<file path="src/rtl/wb_byte_unpacker.sv">
// Write-back serialiser: takes wide words from the BRAM read side and writes
// them to an 8-bit external memory as consecutive bytes, one byte per cycle.
module wb_byte_unpacker #(
  parameter int DATA_WIDTH_W = 32,
  parameter int DATA_WIDTH_R = 8,
  parameter int ADDR_WIDTH   = 32,
  parameter int CNT_WIDTH    = 16
) (
  input  logic                    clk,
  input  logic                    rst_n,
  input  logic                    start,
  input  logic [ADDR_WIDTH-1:0]   base_addr,
  input  logic [CNT_WIDTH-1:0]    num_words,
  input  logic                    msb_first,
  input  logic                    in_valid,
  input  logic [DATA_WIDTH_W-1:0] in_data,
  output logic                    in_ready,
  output logic                    e_mem_we,
  output logic [ADDR_WIDTH-1:0]   e_mem_addr,
  output logic [DATA_WIDTH_R-1:0] e_mem_wdata,
  output logic                    busy,
  output logic                    complete
);

  localparam int N  = DATA_WIDTH_W / DATA_WIDTH_R;
  localparam int LW = (N > 1) ? $clog2(N) : 1;
  localparam logic [LW-1:0] LAST_LANE = LW'(N - 1);

  typedef enum logic [1:0] {IDLE, RUN, DONE} state_t;

  state_t                  state_q, state_d;
  logic [ADDR_WIDTH-1:0]   next_addr_q, next_addr_d;
  logic [CNT_WIDTH-1:0]    num_q, num_d;
  logic [CNT_WIDTH-1:0]    acc_cnt_q, acc_cnt_d;
  logic                    msb_q, msb_d;
  logic [DATA_WIDTH_W-1:0] buf_q, buf_d;
  logic                    full_q, full_d;
  logic [LW-1:0]           lane_q, lane_d;
  logic                    we_q, we_d;
  logic [ADDR_WIDTH-1:0]   addr_q, addr_d;
  logic [DATA_WIDTH_R-1:0] wdata_q, wdata_d;
  logic                    busy_q, busy_d;
  logic                    complete_q, complete_d;

  logic [DATA_WIDTH_R-1:0] in_lane  [N];
  logic [DATA_WIDTH_R-1:0] buf_lane [N];
  logic                    accept;
  logic [LW-1:0]           lane_nxt;

  // Lane k in transmission order, for both the incoming word and the buffer.
  generate
    for (genvar gi = 0; gi < N; gi++) begin : g_lane
      assign in_lane[gi]  = msb_q ? in_data[DATA_WIDTH_W-1-gi*DATA_WIDTH_R -: DATA_WIDTH_R]
                                  : in_data[gi*DATA_WIDTH_R +: DATA_WIDTH_R];
      assign buf_lane[gi] = msb_q ? buf_q[DATA_WIDTH_W-1-gi*DATA_WIDTH_R -: DATA_WIDTH_R]
                                  : buf_q[gi*DATA_WIDTH_R +: DATA_WIDTH_R];
    end
  endgenerate

  // Ready while the buffer is free or in its final lane, so words stream gaplessly.
  assign in_ready = (state_q == RUN) && (acc_cnt_q < num_q) &&
                    (!full_q || (lane_q == LAST_LANE));
  assign accept   = in_valid && in_ready;
  assign lane_nxt = lane_q + LW'(1);

  always_comb begin
    state_d     = state_q;
    next_addr_d = next_addr_q;
    num_d       = num_q;
    acc_cnt_d   = acc_cnt_q;
    msb_d       = msb_q;
    buf_d       = buf_q;
    full_d      = full_q;
    lane_d      = lane_q;
    we_d        = 1'b0;
    addr_d      = addr_q;
    wdata_d     = wdata_q;
    busy_d      = busy_q;
    complete_d  = complete_q;

    case (state_q)
      RUN: begin
        if (accept) begin
          buf_d       = in_data;
          full_d      = 1'b1;
          lane_d      = '0;
          acc_cnt_d   = acc_cnt_q + CNT_WIDTH'(1);
          we_d        = 1'b1;
          wdata_d     = in_lane[0];
          addr_d      = next_addr_q;
          next_addr_d = next_addr_q + ADDR_WIDTH'(1);
        end else if (full_q && (lane_q != LAST_LANE)) begin
          lane_d      = lane_nxt;
          we_d        = 1'b1;
          wdata_d     = buf_lane[lane_nxt];
          addr_d      = next_addr_q;
          next_addr_d = next_addr_q + ADDR_WIDTH'(1);
        end else if (full_q) begin
          full_d = 1'b0;
          if (acc_cnt_q == num_q) begin
            state_d    = DONE;
            busy_d     = 1'b0;
            complete_d = 1'b1;
          end
        end
      end
      default: begin
        if (start) begin
          next_addr_d = base_addr;
          num_d       = num_words;
          msb_d       = msb_first;
          acc_cnt_d   = '0;
          full_d      = 1'b0;
          lane_d      = '0;
          if (num_words == '0) begin
            state_d    = DONE;
            busy_d     = 1'b0;
            complete_d = 1'b1;
          end else begin
            state_d    = RUN;
            busy_d     = 1'b1;
            complete_d = 1'b0;
          end
        end
      end
    endcase
  end

  always_ff @(posedge clk) begin
    if (!rst_n) begin
      state_q     <= IDLE;
      next_addr_q <= '0;
      num_q       <= '0;
      acc_cnt_q   <= '0;
      msb_q       <= 1'b0;
      buf_q       <= '0;
      full_q      <= 1'b0;
      lane_q      <= '0;
      we_q        <= 1'b0;
      addr_q      <= '0;
      wdata_q     <= '0;
      busy_q      <= 1'b0;
      complete_q  <= 1'b0;
    end else begin
      state_q     <= state_d;
      next_addr_q <= next_addr_d;
      num_q       <= num_d;
      acc_cnt_q   <= acc_cnt_d;
      msb_q       <= msb_d;
      buf_q       <= buf_d;
      full_q      <= full_d;
      lane_q      <= lane_d;
      we_q        <= we_d;
      addr_q      <= addr_d;
      wdata_q     <= wdata_d;
      busy_q      <= busy_d;
      complete_q  <= complete_d;
    end
  end

  assign e_mem_we    = we_q;
  assign e_mem_addr  = addr_q;
  assign e_mem_wdata = wdata_q;
  assign busy        = busy_q;
  assign complete    = complete_q;

endmodule

</file>
<file path="config.mk">
export PLATFORM = sky130hd
export DESIGN_NAME = wb_byte_unpacker
export DESIGN_NICKNAME = d
export VERILOG_FILES = /design/src/rtl/wb_byte_unpacker.sv
export SDC_FILE = /design/constraint.sdc
export NUM_CORES = 1
export LEC_CHECK = 0
export ABC_CLOCK_PERIOD_IN_PS = 6250
export CAP_MARGIN = 20
export CELL_PAD_IN_SITES_DETAIL_PLACEMENT = 1
export CELL_PAD_IN_SITES_GLOBAL_PLACEMENT = 1
export CORE_ASPECT_RATIO = 1.5
export CORE_MARGIN = 10
export CORE_UTILIZATION = 42
export CTS_BUF_LIST = sky130_fd_sc_hd__clkbuf_16
export DETAILED_ROUTE_END_ITERATION = 10
export PLACE_DENSITY = 0.84
export SYNTH_ARGS = -nofsm -noshare
export SYNTH_HDL_FRONTEND = slang
export SYNTH_SLANG_ARGS = --single-unit
</file>
<file path="constraint.sdc">
create_clock -name clk -period 6.25 [get_ports clk]
set_input_delay 0.9375 -clock clk [delete_from_list [all_inputs] [get_ports clk]]
set_output_delay 0.9375 -clock clk [all_outputs]
set_load 0.02 [all_outputs]
</file>
# Word level (Yosys, flattened, before mapping)
# Index checks and enable logic that the tools add are counted.
[word_totals] regBits=145 input_bits=85 word_cells=98 output_inout_bits=44
[classes] n_bitwise=2 n_lt_le_gt_ge=2 add_sub_neg=3 mux=50 n_eq_ne=11 n_reduce_logical=17
[ops] op="$mux W32" count=6
[ops] op="$mux W8" count=9
[ops] op="$mux W16" count=3
[ops] op="$add A32 B1 Y32 const B" count=1
[ops] op="$mux W2" count=11
[ops] op="$mux W1" count=20
[ops] op="$add A16 B1 Y16 const B" count=1
[ops] op="$bmux W8 S2" count=1
[ops] op="$eq A16 B16 Y1" count=1
[ops] op="$logic_not A16 Y1" count=1
[ops] op="$lt A16 B16 Y1" count=1
[ops] op="$reduce_and A2 Y1" count=7
[ops] op="$ne A2 B2 Y1 const B" count=5
[ops] op="$reduce_and A5 Y1" count=1
[ops] op="$logic_and A1 B1 Y1" count=4
[ops] op="$reduce_bool A2 Y1" count=2
[ops] op="$ge A3 B3 Y1 const B" count=1
[ops] op="$ne A3 B2 Y1 const B" count=1
[ops] op="$ne A3 B3 Y1 const B" count=1
[ops] op="$not A2 Y3" count=1
[ops] op="$add A2 B1 Y2 const B" count=1
[ops] op="$eq A2 B1 Y1 const B" count=1
[ops] op="$eq A2 B2 Y1 const B" count=1
[ops] op="$ne A2 B1 Y1 const B" count=1
[ops] op="other kinds (3)" count=3

# Depth between registers and ports, before layout
# Gate-level depths: netlist of the first run.
[logic_depth] ltp_word=7 ltp_mapped=10 mapped_depth_nobuf=8

# Worst setup path before layout of the first run
# No wires, ideal clock.
[synth_path] path_kind="reg2out" start="register acc_cnt_q[7]" end="output port in_ready" arrival_time_ps=1701 setup_slack_ps=3611 t_required_ps=5312 n_path_buf=0 path_stages_with_launch=6 cell_sequence="dfxtp_1 > ha_1 > nand2_1 > o21ai_0 > o2bb2ai_1 > nor3_1"
[synth_via] elab_chain_len=3
[synth_rtl] item="start: declaration" line="34" source="logic [CNT_WIDTH-1:0] acc_cnt_q, acc_cnt_d;"
[synth_rtl] item="start signal: assignment" line="148" source="acc_cnt_q <= acc_cnt_d;"
[synth_rtl] item="$lt A16 B16 Y1" line="61" source="assign in_ready = (state_q == RUN) && (acc_cnt_q < num_q) &&"
[synth_rtl] item="$logic_and A1 B1 Y1 (2 in series)" line="61"
[synth_rtl] item="end: declaration" line="17" source="output logic in_ready,"
# No other way between the ends.

# Worst setup path after layout of the first run
[layout_path] start="register lane_q[0]" end="output port in_ready"
[layout_via] elab_chain_len=3
[layout_rtl] item="start: declaration" line="38" source="logic [LW-1:0] lane_q, lane_d;"
[layout_rtl] item="start signal: assignment" line="152" source="lane_q <= lane_d;"
[layout_rtl] item="$eq A2 B2 Y1" line="62" source="(!full_q || (lane_q == LAST_LANE));"
[layout_rtl] item="$logic_or A1 B1 Y1" line="62"
[layout_rtl] item="$logic_and A1 B1 Y1" line="61"
# No other way between the ends.

==> results.cfg, run 1 <==
[setup_path]
r2r-start = lane_q[0]$_SDFFE_PN0P_
arrival_ns = 3.02
cp-endpoint = in_ready
r2r-end = e_mem_wdata[6]$_SDFFE_PN0P_
regToRegSetupSlack_ns = 2.85
crit_required_ns = 5.31
critPathKind = reg -> out
critPathCaptureType = output port
crit_start = lane_q[0]$_SDFFE_PN0P_
cp-start-kind = flip-flop
r2r_cells = 8
crit_fanout = 19

[detailed_routing]
drt_wl_total_um = 23500
routed_via_density = 5.93
drt_iter0_drc = 588
ant_nets = 0
wl_per_cell_um = 19.2
drcViolationCount = 0
vias = 7262
dr.pass1.iters = 5

[synthesis]
syn_area_per_cell_um2 = 8.07
syn-num-nets = 1018
yosys_most_used_dff = dfxtp_1
yosys.area.top_type = dfxtp_1
syn_area_um2 = 7380
yosysTopAreaCellShare_pct = 39.1
syn_inst = 914
ys_types = 59
yosys_warnings = 0
ys_seq_area_share_pct = 39.1
async_flop_share_pct = 0
synth_area_leaders = dfxtp_1 (39%), a21oi_1 (10%), nand2_1 (9.2%)
synth_edf_count = 0
ys_ff_latch = 144

[cells_and_area]
final_common_cell = nand2_1
layout_common_cells = nand2_1 (180), a21oi_1 (152), dfxtp_1 (144)
diodes = 0
drive_gt1_share_pct = 8.61
fin_cells = 1224
finalNetCount = 1102
area_growth_pct = 25.7

[timing]
final-hold-violation-count = 0
fin_setup_tns_ns = 0
worstMarginPinSlew_ns = 1.08
min_period_ns = 3.95
slew_violations = 0
finalCritPeriodShare_pct = 63.3
setup_viol = 0
fmax_ghz = 0.253
rsz0062_at_grt = false
slew_headroom_pct = 28.1
fin_skew_ns = 0.0120

[die]
die_h_um = 182
core_area_um2 = 17300
start_util_pct = 42.5
io_pins = 129
die_w_um = 128
rows = 59
fp.dieArea_um2 = 23400

[global_routing]
grt_pass1_vias = 7721
antenna_found_initial = 0
grt_pass1_wl_um = 38500
grt_max_degree = 71
grt_overflow = 0
track_usage_pct = 19.9

[power]
p_per_area_nw_per_um2 = 267
peakVddDrop_v = 0.000192
p_leak_nw = 3.14

[worst_hold_path]
holdCritPathClass = reg -> reg

[place]
placed_cells = 1192
gp_congestion = 0.808
portBuffers = 128
dp.final_hpwl_um = 15500

[clock_tree]
cts_made_buffers = 17
ctsRootBufferMaster = clkbuf_16
post_cts_buffers = 0
cts_tree = yes
cts_max_path_buffers = 2
cts_resized = 0
clk_latency_ns = 0.43
cts.clk_slew.worst_paths_ns = 0.06
cts_hold_buf = 0
numClockSinks = 144
htree_num_levels = 4

[job]
cap_violations = 0

[status]
status = finished, final reports clean
==> critical path: stages, from the launching register on <==
cell and delay [ns]:
dfxtp_1 0.99, ha_1 0.38, nor2b_1 0.11, nor3_2 0.19, nand2_1 0.08, nor3_1 0.18, clkdlybuf4s50_1 0.65
==> synthesized netlist by cell type, drive strengths merged, types with 2 or more instances <==
master and number:
a211oi 16, a21oi 152, a22oi 9, a31oi 15
a32oi 6, a41oi 3, and2 2, and3 9
and4 4, buf 28, clkbuf 46, dfxtp 144
ha 19, inv 18, mux2i 10, mux4 16
nand2 180, nand2b 2, nand3 15, nand4 13
nor2 63, nor2b 10, nor3 13, nor4 12
o21a 4, o21ai 44, o221a 12, o22ai 2
o32ai 17, o41ai 2, or2 2, or3 10
xnor2 5, xor2 2
==> worst min path at each step <==
stage                                           start                           to  slack [ns]  cells past startpoint
after floorplan                num_q[10]$_SDFFE_PN0P_       num_q[10]$_SDFFE_PN0P_        0.44                      2
after global placement    e_mem_addr[27]$_SDFFE_PN0P_  e_mem_addr[27]$_SDFFE_PN0P_        0.44                      2
after detailed placement        num_q[7]$_SDFFE_PN0P_        num_q[7]$_SDFFE_PN0P_        0.45                      2
after CTS                       num_q[7]$_SDFFE_PN0P_        num_q[7]$_SDFFE_PN0P_        0.46                      2
after global routing            num_q[7]$_SDFFE_PN0P_        num_q[7]$_SDFFE_PN0P_        0.47                      2
final                      e_mem_addr[6]$_SDFFE_PN0P_   e_mem_addr[6]$_SDFFE_PN0P_        0.45                      2
==> per-stage QoR <==
step / setup slack [ns] / util, % / power (mW) / instance area [um^2] / hold slack (ns)
final: 2.30 / 53.4 / 2.48 / 9270 / 0.452
after detailed placement: 2.61 / 50.2 / 1.49 / 8700 / 0.448
after global placement: 2.62 / 50.2 / 1.48 / 8700 / 0.439
after CTS: 2.25 / 53.4 / 2.49 / 9270 / 0.456
after floorplan: 3.61 / - / 1.32 / 7380 / 0.436
after global routing: 2.05 / 53.4 / 2.58 / 9270 / 0.469
==> per-layer routing <==
layer  global-route usage, %  vias to the layer above  part of all wire [%]
met1                    22.4                     3571                    41
met4                    8.58                        0                   2.8
met5                       0                        -                     0
met3                    5.31                       55                   5.2
li1                        -                     3474                     -
met2                    34.1                      162                    51
==> flip-flops by register name, summed over array words and instances (netlist names) <==
signal and count:
e_mem_wdata 8, msb_q 1, num_q 16, state_q 2
complete 1, acc_cnt_q 16, e_mem_addr 32, lane_q 2
next_addr_q 32, buf_q 32, full_q 1, e_mem_we 1
==> final cells by class <==
cell class | count | area [um^2]
Timing Repair Buffer | 139 | 1360
Inverter | 19 | 72.6
Tap cell | 213 | 267
Clock buffer | 17 | 425
Multi-Input combinational cell | 677 | 4120
Fill cell | 2058 | 8080
Sequential cell | 144 | 2880
Clock inverter | 15 | 145
==> where the power goes <==
part / switching [mW] / internal, mW / total, mW
registers: 0.0577 / 0.978 / 1.04
clock network: 0.419 / 0.583 / 1.00
logic: 0.251 / 0.188 / 0.440
total: 0.728 / 1.75 / 2.48
==> kinds of logic after synthesis <==
logic type / share of synthesized area, %
xor gates and xnor gates: 0.831
buffers and inverters: 5.38
AOI/OAI and AO/OA: 24.3
adders and majority gates: 3.22
and+or+nand+nor: 21.0
DFF: 39.1
muxes: 6.24
Power figures use the tool's default switching activity.
==> inputs of run 2 (changes only) <==
Settings changed: ABC_CLOCK_PERIOD_IN_PS 6250 to 3800, CORE_UTILIZATION 42 to 39, PLACE_DENSITY 0.84 to 0.79.
Clock period 6.25 ns to 3.8 ns, I/O delays scaled along.
==> results.cfg, run 2 (synthesis gave the netlist of run 1 again) <==
[detailed_routing]
ant_nets = 0
met3WireLength_um = 1050
wl_per_cell_um = 18.5
dr.max_layer_used = met4
wl_met2_um = 12200
routed_via_density = 5.60
drt_wl_total_um = 23500
drcViolationCount = 0
wl_met1_um = 9790
vias = 7088
dr.pass1.iters = 4
drt_iter0_drc = 400

[cells_and_area]
layout_common_cells = nand2_1 (180), a21oi_1 (152), dfxtp_1 (144)
final_common_cell = nand2_1
multi_input_area_um2 = 4120
drive_gt1_share_pct = 8.68
finalNetCount = 1106
nFillCells = 2230
fin_area_um2 = 9370
diodes = 0
seq_area_um2 = 2880
area_growth_pct = 27.0

[clock_tree]
cts.clk_slew.worst_paths_ns = 0.06
numClockSinks = 144
htree_num_levels = 4
cts_hold_buf = 0
cts_resized = 0
cts_max_path_buffers = 2
cts_tree = yes
clk_latency_ns = 0.43
post_cts_buffers = 0
ctsRootBufferMaster = clkbuf_16
cts_made_buffers = 17

[setup_path]
cp-start-kind = flip-flop
crit_fanout = 7
arrival_ns = 2.72
critPathCaptureType = output port
crit_required_ns = 3.23
critPathKind = reg -> out

[power]
finalPower_mw = 4.03
p_per_area_nw_per_um2 = 430
p_leak_nw = 3.18
peakVddDrop_v = 0.000292

[timing]
fmax_ghz = 0.304
min_period_ns = 3.29
hold_ws_ns = 0.450
worstMarginPinSlew_ns = 0.937
slew_headroom_pct = 37.5
slew_violations = 0
final-hold-violation-count = 0
fin_skew_ns = 0.0109
fin_setup_tns_ns = 0
rsz0062_at_grt = false
setup_viol = 0
finalCritPeriodShare_pct = 86.5

[place]
gp_congestion = 0.795
dp.final_hpwl_um = 15900
placed_area_um2 = 8800
portBuffers = 128

[die]
fp.dieArea_um2 = 24900
core_area_um2 = 18500
die_h_um = 188
die_w_um = 132
start_util_pct = 39.8
io_pins = 129
rows = 61

[global_routing]
grt_max_degree = 68
grt_pass1_vias = 7425
antenna_found_initial = 0
grt_pass1_wl_um = 38600
grt_overflow = 0
track_usage_pct = 18.7

[worst_hold_path]
holdCritPathClass = reg -> reg

[job]
cap_violations = 0

[status]
status = finished, final reports clean
-- run 2: cell types whose count changed in the layout (fill, tap and decap cells not counted) --
cell	change
buf_12	+3
inv_6	-2
buf_4	+1
clkinv_1	+1
clkinvlp_4	-1
inv_1	+1
-- run 2: final timing paths --
kind / from / end / slack (ns) / depth (start not counted)
max: acc_cnt_q[7]$_SDFFE_PN0P_ / in_ready / 0.51 / 6
min: e_mem_addr[3]$_SDFFE_PN0P_ / e_mem_addr[3]$_SDFFE_PN0P_ / 0.45 / 2
max reg2reg: num_q[13]$_SDFFE_PN0P_ / buf_q[24]$_SDFFE_PN0P_ / 0.99 / 10
min reg2reg: e_mem_addr[3]$_SDFFE_PN0P_ / e_mem_addr[3]$_SDFFE_PN0P_ / 0.45 / 2
-- run 2: metrics by stage --
stage / setup slack, ns / instances / utilization (%)
2_1_floorplan: 1.53 / 914 / -
3_3_place_gp: 1.03 / 1234 / 47.4
3_5_place_dp: 0.949 / 1234 / 47.4
4_1_cts: 0.474 / 1265 / 50.4
5_1_grt: 0.358 / 1266 / 50.5
6_report: 0.514 / 1266 / 50.5
-- run 2: cell type report --
| class | count | area share [%] |
|---|---|---|
| Multi-Input combinational cell | 677 | 43.9 |
| Sequential cell | 144 | 30.8 |
| Timing Repair Buffer | 143 | 15.3 |
| Clock buffer | 17 | 4.54 |
| Tap cell | 252 | 3.36 |
| Clock inverter | 14 | 1.36 |
| Inverter | 19 | 0.774 |
-- run 2: power by group --
part / switching (mW) / internal [mW]
Sequential: 0.0893 / 1.61
Combinational: 0.411 / 0.317
Clock: 0.654 / 0.946
-- run 2: metal layers --
metal	global-route usage (%)	vias to the layer above
met2	33.4	124
met5	0	-
met1	21.1	3474
li1	-	3461
met4	5.94	0
met3	4.93	29
-- run 2: worst max-delay path, cell delays in order (launching register included) --
cell             delay, ns
dfxtp_1               0.43
ha_1                  0.29
nand2_1               0.13
o21ai_0               0.16
o2bb2ai_1             0.31
nor3_1                0.32
clkdlybuf4s50_1       0.65
==> inputs of run 3 (changes only) <==
Settings changed: CTS_BUF_LIST sky130_fd_sc_hd__clkbuf_16 to default.
==> results.cfg, run 3 (synthesis gave the netlist of run 1 again) <==
[status]
status = finished, final reports clean

[clock_tree]
clk_latency_ns = 0.43
post_cts_buffers = 0
cts_made_buffers = 17
cts_max_path_buffers = 2
ctsRootBufferMaster = clkbuf_16
cts_resized = 0
htree_num_levels = 4
cts.clk_slew.worst_paths_ns = 0.06
cts_hold_buf = 0
numClockSinks = 144
cts_tree = yes

[detailed_routing]
drt_iter0_drc = 402
drt_wl_total_um = 23400
dr.pass1.iters = 4
ant_nets = 0
drcViolationCount = 0
wl_per_cell_um = 18.5
routed_via_density = 5.59
vias = 7076

[setup_path]
critPathCaptureType = output port
regToRegSetupSlack_ns = 0.98
critPathKind = reg -> out
r2r_cells = 10
r2r-end = buf_q[24]$_SDFFE_PN0P_
worst-path-buf-inv = 1
path_cells = ha_1, nand2_1, o21ai_0, o2bb2ai_1, nor3_1, clkdlybuf4s50_1
r2r-start = num_q[13]$_SDFFE_PN0P_
path_delay_family = buffers and inverters
cp_slowest_cell = clkdlybuf4s50_1
crit_required_ns = 3.23
slowest_delay_ns = 0.65
crit_fanout = 7
cp-start-kind = flip-flop
arrival_ns = 2.73

[die]
fp.dieArea_um2 = 24900
io_pins = 129
start_util_pct = 39.8
die_h_um = 188
die_w_um = 132
core_area_um2 = 18500
rows = 61

[cells_and_area]
final_common_cell = nand2_1
area_growth_pct = 27.4
final_util_pct = 50.7
multi_input_area_um2 = 4120
finalNetCount = 1106
diodes = 0
drive_gt1_share_pct = 8.97
seq_area_um2 = 2880
nFillCells = 2223
layout_common_cells = nand2_1 (180), a21oi_1 (152), dfxtp_1 (144)

[timing]
slew_headroom_pct = 37.4
finalCritPeriodShare_pct = 86.8
min_period_ns = 3.30
worstMarginPinSlew_ns = 0.939
fin_skew_ns = 0.00937
setup_viol = 0
fin_setup_tns_ns = 0
slew_violations = 0
fmax_ghz = 0.303
final-hold-violation-count = 0
rsz0062_at_grt = false

[global_routing]
grt_max_degree = 68
grt_pass1_wl_um = 38700
track_usage_pct = 18.7
grt_pass1_vias = 7436
antenna_found_initial = 0
grt_overflow = 0

[power]
p_leak_nw = 3.18
peakVddDrop_v = 0.000294
p_per_area_nw_per_um2 = 436

[job]
cap_violations = 0

[place]
dp.final_hpwl_um = 15900
portBuffers = 128
gp_congestion = 0.795

[worst_hold_path]
holdCritPathClass = reg -> reg
min_from = e_mem_addr[3]$_SDFFE_PN0P_
min_path_cells = 2
worst_hold_path.endpoint = e_mem_addr[3]$_SDFFE_PN0P_
==> run 3: cell types whose count changed in the layout (fill, tap and decap cells not counted) <==
cell and delta:
clkbuf_1 +2, clkbuf_8 +3, clkinv_1 -3, inv_1 -2
==> run 3: layout make-up <==
cell class | instances | share of cell area, %
inverters | 19 | 0.772
repair buffers | 143 | 15.2
clock inverters | 9 | 1.16
multi-input cells | 677 | 43.8
well taps | 252 | 3.35
clock buffers | 22 | 5.04
flip-flops and latches | 144 | 30.7
==> run 3: power by group <==
group	internal, mW	total (mW)	switching, mW
Clock	1.01	1.67	0.656
Combinational	0.317	0.728	0.411
Sequential	1.61	1.70	0.0893
==> run 3: worst max-delay path by stage <==
stage,from,to,slack [ns],cells after the start
after floorplan,acc_cnt_q[7]$_SDFFE_PN0P_,in_ready,1.53,5
after global placement,acc_cnt_q[7]$_SDFFE_PN0P_,in_ready,1.03,6
after detailed placement,acc_cnt_q[7]$_SDFFE_PN0P_,in_ready,0.95,6
after CTS,acc_cnt_q[7]$_SDFFE_PN0P_,in_ready,0.47,6
after global routing,acc_cnt_q[7]$_SDFFE_PN0P_,in_ready,0.36,6
final,acc_cnt_q[7]$_SDFFE_PN0P_,in_ready,0.50,6
==> run 3: metrics by stage <==
stage                     worst slack, ns  hold slack, ns  cell area (um^2)  cells  total power, mW
after CTS                           0.469           0.455              9380   1265             4.14
final                               0.502           0.450              9400   1266             4.09
after detailed placement            0.949           0.447              8800   1234             2.46
after global placement               1.03           0.437              8800   1234             2.44
after floorplan                      1.53           0.436              7380    914             2.17
after global routing                0.357           0.472              9400   1266             4.28
==> run 3: worst reg2reg max path, stage by stage, from the launching register on <==
cell and delay (ns):
dfxtp_1 0.34, inv_1 0.06, ha_1 0.32, a211o_1 0.29, o211ai_1 0.20, nand3_1 0.23
nor3_4 0.23, buf_4 0.47, buf_4 0.37, nand2_1 0.09, a21oi_1 0.14
==> run 3: layer usage <==
layer | global-route usage [%] | wire length, um | vias up
met5 | 0 | 0 | -
met1 | 21.1 | 9750 | 3448
li1 | - | - | 3469
met3 | 5.09 | 1070 | 31
met2 | 33.2 | 12200 | 128
met4 | 6.03 | 448 | 0
